### config.mk
export PLATFORM = sky130hd
export DESIGN_NAME = systolic_mm_engine_flat
export DESIGN_NICKNAME = d
export VERILOG_FILES = /design/src/rtl/sa_pkg.sv /design/src/rtl/systolic_mm_engine_if.sv /design/src/rtl/sa_pe.sv /design/src/rtl/systolic_mm_engine.sv /design/src/flat_wrapper.sv
export SDC_FILE = /design/constraint.sdc
export NUM_CORES = 2
export LEC_CHECK = 0
export CAP_MARGIN = 20
export CELL_PAD_IN_SITES_DETAIL_PLACEMENT = 0
export CELL_PAD_IN_SITES_GLOBAL_PLACEMENT = 1
export CORE_UTILIZATION = 46
export DETAILED_ROUTE_END_ITERATION = 6
export GPL_TIMING_DRIVEN = 0
export PLACE_DENSITY_LB_ADDON = 0.1
export RECOVER_POWER = 100
export REMOVE_ABC_BUFFERS = 1
export SETUP_SLACK_MARGIN = 0.2
export SYNTH_ARGS = -nofsm -noshare
export SYNTH_HDL_FRONTEND = slang
export SYNTH_SLANG_ARGS = --single-unit
### constraint.sdc
create_clock -name clk -period 6.29 [get_ports clk]
set_clock_uncertainty 0.1 [all_clocks]
set_input_delay 1.258 -clock clk [delete_from_list [all_inputs] [get_ports clk]]
set_output_delay 1.258 -clock clk [all_outputs]
set_load 0.02 [all_outputs]
### src/rtl/sa_pkg.sv
// sa_pkg: types and helpers shared by the systolic matrix-multiply engine.
//   sa_state_e   : controller state encoding
//   sa_acc_w     : accumulator width so that K products of 2*WIDTH bits never wrap
//   sa_sat_shift : fixed-point rescale (optional round half up) plus clamp to WIDTH
package sa_pkg;

  typedef enum logic [1:0] {
    SA_IDLE,
    SA_FEED,
    SA_FLUSH,
    SA_DRAIN
  } sa_state_e;

  function automatic int sa_acc_w(input int width, input int kmax);
    return 2 * width + $clog2(kmax);
  endfunction

  // Operates on a 64-bit sign-extended copy of the accumulator so one
  // function serves every parameterisation; the caller keeps the low WIDTH bits.
  function automatic logic signed [63:0] sa_sat_shift(input logic signed [63:0] acc,
                                                      input int width,
                                                      input int decimal,
                                                      input bit round_en);
    logic signed [63:0] v;
    logic signed [63:0] hi;
    logic signed [63:0] lo;
    v = acc;
    if (round_en && decimal > 0) v = v + (64'sd1 <<< (decimal - 1));
    v  = v >>> decimal;
    hi = (64'sd1 <<< (width - 1)) - 64'sd1;
    lo = -(64'sd1 <<< (width - 1));
    if (v > hi) v = hi;
    else if (v < lo) v = lo;
    return v;
  endfunction

endpackage

### src/rtl/systolic_mm_engine_if.sv
// systolic_mm_engine_if: command, feed and drain signals of the engine.
//   start/k_len/busy            : operation control
//   in_valid/in_ready/ins/ws    : B row (ins, lane per column) and A column (ws, lane per row)
//   out_valid/out_ready/outs    : one saturated C row per beat
//   out_row/out_last            : row index of outs and final-row flag
// master = upstream/downstream side, slave = engine.
interface systolic_mm_engine_if #(
  parameter int WIDTH = 8,
  parameter int ROWS  = 3,
  parameter int COLS  = 4,
  parameter int KMAX  = 16
);
  localparam int KL_W  = $clog2(KMAX + 1);
  localparam int ROW_W = (ROWS > 1) ? $clog2(ROWS) : 1;

  logic                    start;
  logic [KL_W-1:0]         k_len;
  logic                    busy;
  logic                    in_valid;
  logic                    in_ready;
  logic [COLS*WIDTH-1:0]   ins;
  logic [ROWS*WIDTH-1:0]   ws;
  logic                    out_valid;
  logic                    out_ready;
  logic [COLS*WIDTH-1:0]   outs;
  logic [ROW_W-1:0]        out_row;
  logic                    out_last;

  modport master (
    output start, k_len, in_valid, ins, ws, out_ready,
    input  busy, in_ready, out_valid, outs, out_row, out_last
  );

  modport slave (
    input  start, k_len, in_valid, ins, ws, out_ready,
    output busy, in_ready, out_valid, outs, out_row, out_last
  );
endinterface

### src/rtl/sa_pe.sv
// sa_pe: one output-stationary processing element.
//   i_adv         : array advance; acc += i_in * i_w and register the pass-through values
//   i_drain_shift : load accumulator from the PE below (mutually exclusive with i_adv)
//   i_clr         : clear accumulator and pass-through registers
//   i_in / o_in   : B operand entering from above / passed down
//   i_w  / o_w    : A operand entering from the left / passed right
//   i_acc_below   : accumulator of the PE below (zero for the bottom row)
//   o_acc         : this PE's accumulator
module sa_pe #(
  parameter int WIDTH = 8,
  parameter int ACC_W = 20
) (
  input  logic                    clk,
  input  logic                    rst,
  input  logic                    i_adv,
  input  logic                    i_drain_shift,
  input  logic                    i_clr,
  input  logic signed [WIDTH-1:0] i_in,
  input  logic signed [WIDTH-1:0] i_w,
  input  logic signed [ACC_W-1:0] i_acc_below,
  output logic signed [WIDTH-1:0] o_in,
  output logic signed [WIDTH-1:0] o_w,
  output logic signed [ACC_W-1:0] o_acc
);

  logic signed [2*WIDTH-1:0] w_prod;
  logic signed [ACC_W-1:0]   r_acc;
  logic signed [WIDTH-1:0]   r_in;
  logic signed [WIDTH-1:0]   r_w;

  assign w_prod = i_in * i_w;

  always_ff @(posedge clk) begin
    if (!rst || i_clr) begin
      r_acc <= '0;
      r_in  <= '0;
      r_w   <= '0;
    end else if (i_adv) begin
      r_acc <= r_acc + ACC_W'(w_prod);
      r_in  <= i_in;
      r_w   <= i_w;
    end else if (i_drain_shift) begin
      r_acc <= i_acc_below;
    end
  end

  assign o_in  = r_in;
  assign o_w   = r_w;
  assign o_acc = r_acc;

endmodule

### src/rtl/systolic_mm_engine.sv
// systolic_mm_engine: self-sequencing output-stationary systolic matmul,
// C[ROWS x COLS] = A[ROWS x K] * B[K x COLS], signed Q(WIDTH-DECIMAL).DECIMAL.
//   clk, rst (synchronous, active-low)
//   bus (slave modport of systolic_mm_engine_if): start/k_len/busy,
//       in_valid/in_ready/ins/ws feed, out_valid/out_ready/outs/out_row/out_last drain
// Build option: SA_ROUND_EN adds round-half-up before the output rescale;
// otherwise the rescale truncates toward minus infinity.
//
// state    | meaning
// ---------+------------------------------------------------------------
// SA_IDLE  | waiting for start with k_len != 0
// SA_FEED  | one array advance per accepted in_valid beat, K beats
// SA_FLUSH | zeros injected, array advances every cycle, ROWS+COLS-2 cycles
// SA_DRAIN | row 0 presented on outs, accumulators shift up per beat
module systolic_mm_engine
  import sa_pkg::*;
#(
  parameter int WIDTH   = 8,
  parameter int DECIMAL = 4,
  parameter int ROWS    = 3,
  parameter int COLS    = 4,
  parameter int KMAX    = 16
) (
  input  logic                 clk,
  input  logic                 rst,
  systolic_mm_engine_if.slave  bus
);

  localparam int ACC_W = sa_acc_w(WIDTH, KMAX);
  localparam int F     = ROWS + COLS - 2;
  localparam int KL_W  = $clog2(KMAX + 1);
  localparam int CNT_W = $clog2(((KMAX > F) ? KMAX : F) + 1);
  localparam int ROW_W = (ROWS > 1) ? $clog2(ROWS) : 1;

`ifdef SA_ROUND_EN
  localparam bit ROUND_EN = 1'b1;
`else
  localparam bit ROUND_EN = 1'b0;
`endif

  sa_state_e        r_state;
  sa_state_e        w_state_nxt;
  logic [CNT_W-1:0] r_cnt;
  logic [ROW_W-1:0] r_row;
  logic [CNT_W-1:0] w_k_sat;
  logic             w_adv;
  logic             w_clr;
  logic             w_shift;
  logic             w_busy;
  logic             w_in_ready;
  logic             w_out_valid;
  logic             w_out_last;
  logic [COLS*WIDTH-1:0] w_outs;

  // w_a[r][c]: A operand entering PE(r,c); column COLS is the unused tail.
  // w_b[r][c]: B operand entering PE(r,c); row ROWS is the unused tail.
  // w_acc[ROWS][c] is the zero fed into the bottom row during drain.
  logic signed [WIDTH-1:0] w_a   [ROWS][COLS+1];
  logic signed [WIDTH-1:0] w_b   [ROWS+1][COLS];
  logic signed [ACC_W-1:0] w_acc [ROWS+1][COLS];

  assign w_k_sat = (bus.k_len > KL_W'(KMAX)) ? CNT_W'(KMAX) : CNT_W'(bus.k_len);

  always_ff @(posedge clk) begin
    if (!rst) r_state <= SA_IDLE;
    else      r_state <= w_state_nxt;
  end

  always_comb begin
    w_state_nxt = r_state;
    w_adv       = 1'b0;
    w_clr       = 1'b0;
    w_shift     = 1'b0;
    w_busy      = (r_state != SA_IDLE);
    w_in_ready  = (r_state == SA_FEED);
    w_out_valid = (r_state == SA_DRAIN);
    w_out_last  = (r_state == SA_DRAIN) && (r_row == ROW_W'(ROWS - 1));
    case (r_state)
      SA_IDLE: begin
        if (bus.start && (bus.k_len != '0)) begin
          w_clr       = 1'b1;
          w_state_nxt = SA_FEED;
        end
      end
      SA_FEED: begin
        if (bus.in_valid) begin
          w_adv = 1'b1;
          if (r_cnt == CNT_W'(1)) w_state_nxt = (F == 0) ? SA_DRAIN : SA_FLUSH;
        end
      end
      SA_FLUSH: begin
        w_adv = 1'b1;
        if (r_cnt == CNT_W'(1)) w_state_nxt = SA_DRAIN;
      end
      SA_DRAIN: begin
        if (bus.out_ready) begin
          w_shift = 1'b1;
          if (r_row == ROW_W'(ROWS - 1)) w_state_nxt = SA_IDLE;
        end
      end
      default: w_state_nxt = SA_IDLE;
    endcase
  end

  // r_cnt counts down FEED beats, then is reloaded with the flush length.
  always_ff @(posedge clk) begin
    if (!rst) begin
      r_cnt <= '0;
      r_row <= '0;
    end else begin
      case (r_state)
        SA_IDLE: begin
          if (w_clr) begin
            r_cnt <= w_k_sat;
            r_row <= '0;
          end
        end
        SA_FEED: begin
          if (w_adv) r_cnt <= (r_cnt == CNT_W'(1)) ? CNT_W'(F) : r_cnt - CNT_W'(1);
        end
        SA_FLUSH: r_cnt <= r_cnt - CNT_W'(1);
        SA_DRAIN: begin
          if (w_shift) r_row <= (r_row == ROW_W'(ROWS - 1)) ? '0 : r_row + ROW_W'(1);
        end
        default: ;
      endcase
    end
  end

  // A lane r is delayed r advances so that A[r][k] meets B[k][c] at PE(r,c).
  for (genvar r = 0; r < ROWS; r++) begin : g_ws_skew
    logic signed [WIDTH-1:0] w_head;
    assign w_head = (r_state == SA_FEED) ? bus.ws[r*WIDTH +: WIDTH] : '0;
    if (r == 0) begin : g_direct
      assign w_a[r][0] = w_head;
    end else begin : g_chain
      logic signed [WIDTH-1:0] r_sk [r];
      always_ff @(posedge clk) begin
        if (!rst || w_clr) begin
          for (int i = 0; i < r; i++) r_sk[i] <= '0;
        end else if (w_adv) begin
          r_sk[0] <= w_head;
          for (int i = 1; i < r; i++) r_sk[i] <= r_sk[i-1];
        end
      end
      assign w_a[r][0] = r_sk[r-1];
    end
  end

  for (genvar c = 0; c < COLS; c++) begin : g_ins_skew
    logic signed [WIDTH-1:0] w_head;
    assign w_head = (r_state == SA_FEED) ? bus.ins[c*WIDTH +: WIDTH] : '0;
    assign w_acc[ROWS][c] = '0;
    if (c == 0) begin : g_direct
      assign w_b[0][c] = w_head;
    end else begin : g_chain
      logic signed [WIDTH-1:0] r_sk [c];
      always_ff @(posedge clk) begin
        if (!rst || w_clr) begin
          for (int i = 0; i < c; i++) r_sk[i] <= '0;
        end else if (w_adv) begin
          r_sk[0] <= w_head;
          for (int i = 1; i < c; i++) r_sk[i] <= r_sk[i-1];
        end
      end
      assign w_b[0][c] = r_sk[c-1];
    end
  end

  for (genvar r = 0; r < ROWS; r++) begin : g_row
    for (genvar c = 0; c < COLS; c++) begin : g_col
      sa_pe #(.WIDTH(WIDTH), .ACC_W(ACC_W)) u_pe (
        .clk           (clk),
        .rst           (rst),
        .i_adv         (w_adv),
        .i_drain_shift (w_shift),
        .i_clr         (w_clr),
        .i_in          (w_b[r][c]),
        .i_w           (w_a[r][c]),
        .i_acc_below   (w_acc[r+1][c]),
        .o_in          (w_b[r+1][c]),
        .o_w           (w_a[r][c+1]),
        .o_acc         (w_acc[r][c])
      );
    end
  end

  // Row 0 is always the row on display; drain shifts the others into it.
  always_comb begin
    w_outs = '0;
    for (int c = 0; c < COLS; c++) begin
      w_outs[c*WIDTH +: WIDTH] = WIDTH'(sa_sat_shift(64'(w_acc[0][c]), WIDTH, DECIMAL, ROUND_EN));
    end
  end

  assign bus.busy      = w_busy;
  assign bus.in_ready  = w_in_ready;
  assign bus.out_valid = w_out_valid;
  assign bus.outs      = w_outs;
  assign bus.out_row   = r_row;
  assign bus.out_last  = w_out_last;

endmodule

### src/flat_wrapper.sv
// flat-port wrapper written by rule: the top's interface ports become plain ports
module systolic_mm_engine_flat import sa_pkg::*;
#(
  parameter int WIDTH   = 8,
  parameter int DECIMAL = 4,
  parameter int ROWS    = 3,
  parameter int COLS    = 4,
  parameter int KMAX    = 16
)
  (clk, rst, bus_start, bus_k_len, bus_in_valid, bus_ins, bus_ws, bus_out_ready, bus_busy, bus_in_ready, bus_out_valid, bus_outs, bus_out_row, bus_out_last);
  systolic_mm_engine_if #(.WIDTH(WIDTH), .ROWS(ROWS), .COLS(COLS), .KMAX(KMAX)) bus_i ();
  input  logic clk;
  input  logic rst;
  input wire logic [$bits(bus_i.start)-1:0] bus_start;
  input wire logic [$bits(bus_i.k_len)-1:0] bus_k_len;
  input wire logic [$bits(bus_i.in_valid)-1:0] bus_in_valid;
  input wire logic [$bits(bus_i.ins)-1:0] bus_ins;
  input wire logic [$bits(bus_i.ws)-1:0] bus_ws;
  input wire logic [$bits(bus_i.out_ready)-1:0] bus_out_ready;
  output wire logic [$bits(bus_i.busy)-1:0] bus_busy;
  output wire logic [$bits(bus_i.in_ready)-1:0] bus_in_ready;
  output wire logic [$bits(bus_i.out_valid)-1:0] bus_out_valid;
  output wire logic [$bits(bus_i.outs)-1:0] bus_outs;
  output wire logic [$bits(bus_i.out_row)-1:0] bus_out_row;
  output wire logic [$bits(bus_i.out_last)-1:0] bus_out_last;
  assign bus_i.start = bus_start;
  assign bus_i.k_len = bus_k_len;
  assign bus_i.in_valid = bus_in_valid;
  assign bus_i.ins = bus_ins;
  assign bus_i.ws = bus_ws;
  assign bus_i.out_ready = bus_out_ready;
  assign bus_busy = bus_i.busy;
  assign bus_in_ready = bus_i.in_ready;
  assign bus_out_valid = bus_i.out_valid;
  assign bus_outs = bus_i.outs;
  assign bus_out_row = bus_i.out_row;
  assign bus_out_last = bus_i.out_last;
  systolic_mm_engine #(.WIDTH(WIDTH), .DECIMAL(DECIMAL), .ROWS(ROWS), .COLS(COLS), .KMAX(KMAX)) u_core (.clk(clk), .rst(rst), .bus(bus_i));
endmodule
==> qor.txt <==
Fin. Hold Viols: 0
commonest cells after routing, fill and taps aside: inv_1, fa_1, nand2_1, ha_1, and2_1
Pwr Total: 13.8 mW
RSZ-0062 raised after global routing: true
total net switching power: 5.76 mW
synthesis-stage register bit count: 457
worst path required time: 6.79 ns
Row Count: 133
die area: 134000 um^2
hpwl dp: 121000 um
port bufs: 103
Final ANT Viol Nets: 0
Final nets: 8305
CP Class: input port to flop
Pint: 8.07 mW
vias per cell: 5.14
final setup fails: 0
core area: 131000 um^2
sequential cell area: 9890 um^2
Post-Syn Area: 61000 um^2
Post-synth EDFFs: 72
antenna violations before repair: 10
CTS buffer count: 61
register area share after synthesis: 16.2%
CP most frequent cell: fa_1
Area Overhead vs Synth: 8.92%
Worst EP arrival: 6.53 ns
GRT Overall Usage: 23.9%
Die Wd: 366 um
status: finished, violations left
type of origin of the critical path: input port
clock latency on the worst-skew pair: 0.70 ns
Synth Area per Inst: 9.12 um^2
drt first-iter violations: 1794
Min-Delay Path Class: flop to flop
GP Congestion: 0.822
Clk network pwr share: 28.3%
CTS tree: yes
slowest CP cell: fa_1
area post-placement: 63900 um^2
final worst-path cycle share: 95.9%
Final Worst Setup Slack: 0.256 ns
Initial Util: 46.4%
Tmin final: 6.03 ns
Rel. slew slack: -57.1%
fmax: 0.166 GHz
crit-path cells: clkdlybuf4s50_1 -> and2_4 -> nand2_1 -> fa_1 -> inv_1 -> fa_1 -> fa_1 -> fa_1 -> fa_1 -> ha_4 -> o21ai_1 -> o21bai_1 -> a21oi_1 -> a21oi_2 -> o41a_1 -> a21oi_1 -> xnor2_1 -> nor2_1 -> a311oi_1
CP peak stage delay: 0.61 ns
sequential power share: 28.3%
Root Driver: clkbuf_16
grt total ovfl: 0
Gate power share: 43.4%
PD cells: 208 nW/um^2
footprint of the multi-input gates: 44800 um^2
Layout fillers: 12600
Vias: 43300
Warnings, synthesis: 0
count of cell types in the netlist: 71
drt drc: 0
failing checks: capacitance limit, slew limit
post-route cell area: 66500 um^2
IO Pins: 104
first-pass GRT wire length: 255000 um
vias in the first global route: 46500
CP endpoint kind: flop
Slew Limit Fails: 104
H-tree levels: 2
Max clock buf depth: 3
Placement Setup Slack: -1.71 ns
Net Sw Frac: 41.7%
Async SR Flop Fraction: 0%
worst IR drop on VDD: 0.353 mV
actual slew at the worst max-slew pin: 2.33 ns
Reg clk slew, reported paths: 0.07 ns
layout cell share with drive strength beyond 1: 3.94%
Die H: 366 um
largest net degree at the start of global routing: 78
Top FF cell, synth: dfxtp_1
leakage: 33.5 nW
Maximum Capacitance Violations: 4
CTS sink count: 457
Mapped Cells: 6690
Initial DRT Pass Iterations: 5
WL final: 154000 um
commonest non-fill, non-tap cell in the layout: inv_1
average routed wire per standard cell: 18.2 um
Max FO, Critical Path: 6
[routing by layer]
metal | share of wire [%] | track usage (%) | wire, um
met4 | 3.4 | 7.39 | 5280
met5 | 0.046 | 0 | 70
met3 | 3.1 | 2.83 | 4840
met2 | 49 | 40.7 | 75400
met1 | 44 | 31.7 | 68200
[path summary, 6_finish.rpt]
check,cells past startpoint,slack (ns),start,endpoint
worst max-delay path,19,0.26,bus_ws[1],u_core.g_row[0].g_col[0].u_pe.o_acc[15]
worst min-delay path,2,0.37,u_core.g_row[2].g_col[2].u_pe.o_acc[5],u_core.g_row[1].g_col[2].u_pe.o_acc[5]
worst max register to register,18,0.35,u_core.g_row[1].g_col[1].u_pe.o_w[1],u_core.g_row[1].g_col[2].u_pe.o_acc[18]
worst min register to register,2,0.37,u_core.g_row[2].g_col[2].u_pe.o_acc[5],u_core.g_row[1].g_col[2].u_pe.o_acc[5]
[critical path: cells and delay by family]
family | cells | cell delay (ns)
compound gates | 7 | 1.43
xor+xnor | 1 | 0.14
fa+ha+maj | 6 | 2.84
buf+inv | 2 | 0.53
simple gates | 3 | 0.34
[layout make-up]
cell class              instances  share of cell area, %
inverters                    1432                   8.12
diodes                          3                 0.0113
multi-input cells            4505                   67.5
clock buffers                  82                   2.67
well taps                    1755                   3.30
clock inverters                33                  0.663
flip-flops and latches        457                   14.9
repair buffers                167                   2.87
[stage by stage]
step / std cells / TNS (ns) / util (%) / hold slack [ns]
3_5_place_dp: 8280 / -17.26 / 48.6 / 0.369
2_1_floorplan: 6393 / -1096.65 / - / 0.338
3_3_place_gp: 8251 / -5094.36 / 48.0 / 0.366
4_1_cts: 8402 / 0 / 50.4 / 0.375
5_1_grt: 8433 / 0 / 50.6 / 0.386
6_report: 8434 / 0 / 50.6 / 0.366
[Yosys cell counts, types with 24 or more instances]
cell / count / area [um^2]
o21ai_0: 90 / 450
xor2_1: 71 / 622
dfxtp_1: 385 / 7710
fa_1: 1056 / 21100
mux2i_1: 29 / 290
a21o_1: 48 / 360
ha_1: 559 / 6990
edfxtp_1: 72 / 2160
nand3_1: 35 / 175
o21a_1: 56 / 420
clkbuf_1: 267 / 1000
nor2b_1: 86 / 538
nand2_1: 842 / 3160
o22ai_1: 66 / 413
nor2_1: 188 / 706
nor3_1: 37 / 185
inv_1: 1431 / 5370
and2_1: 395 / 2470
and3_1: 121 / 757
a21oi_1: 268 / 1340
a311oi_1: 115 / 1010
buf_1: 24 / 90.1
xnor2_1: 172 / 1510
[cells by family (layout without fill, tap and decap cells)]
family / count (synthesis) / in the layout / synth area share [%]
muxes: 40 / 40 / 0.679
AOI/OAI and AO/OA: 811 / 811 / 8.81
adders and majority gates: 1615 / 1615 / 46.1
and+or+nand+nor: 1795 / 1796 / 14.1
other: 0 / 3 / 0
xor gates and xnor gates: 243 / 243 / 3.49
DFF: 457 / 457 / 16.2
buffers and inverters: 1729 / 1714 / 10.6
[registers in the layout, summed over array words and instances (netlist names)]
| register | flops |
|---|---|
| u_core.bus.out_row | 2 |
| u_core.g_ins_skew.g_chain.r_sk | 48 |
| u_core.g_row.g_col.u_pe.o_acc | 240 |
| u_core.g_row.g_col.u_pe.o_in | 64 |
| u_core.g_row.g_col.u_pe.o_w | 72 |
| u_core.g_ws_skew.g_chain.r_sk | 24 |
| u_core.r_cnt | 5 |
| u_core.r_state | 2 |
[what timing repair did]
action / CTS / global route
hold buffers: 0 / 0
pin swaps: 2 / 20
gates resized for setup: 41 / 49
setup buffers: 6 / 27
gates cloned: 1 / 1
setup endpoints to repair: 58 / 34
[power groups by stage]
stage	clock (mW)	combinational (mW)	sequential, mW
floorplan	0	4.12	3.65
global placement	0	5.58	3.97
detailed placement	0	5.97	4.01
CTS	4.02	6.12	3.95
global route	4.13	6.77	3.96
finish	3.91	6.01	3.91
Power figures use the tool's default switching activity.
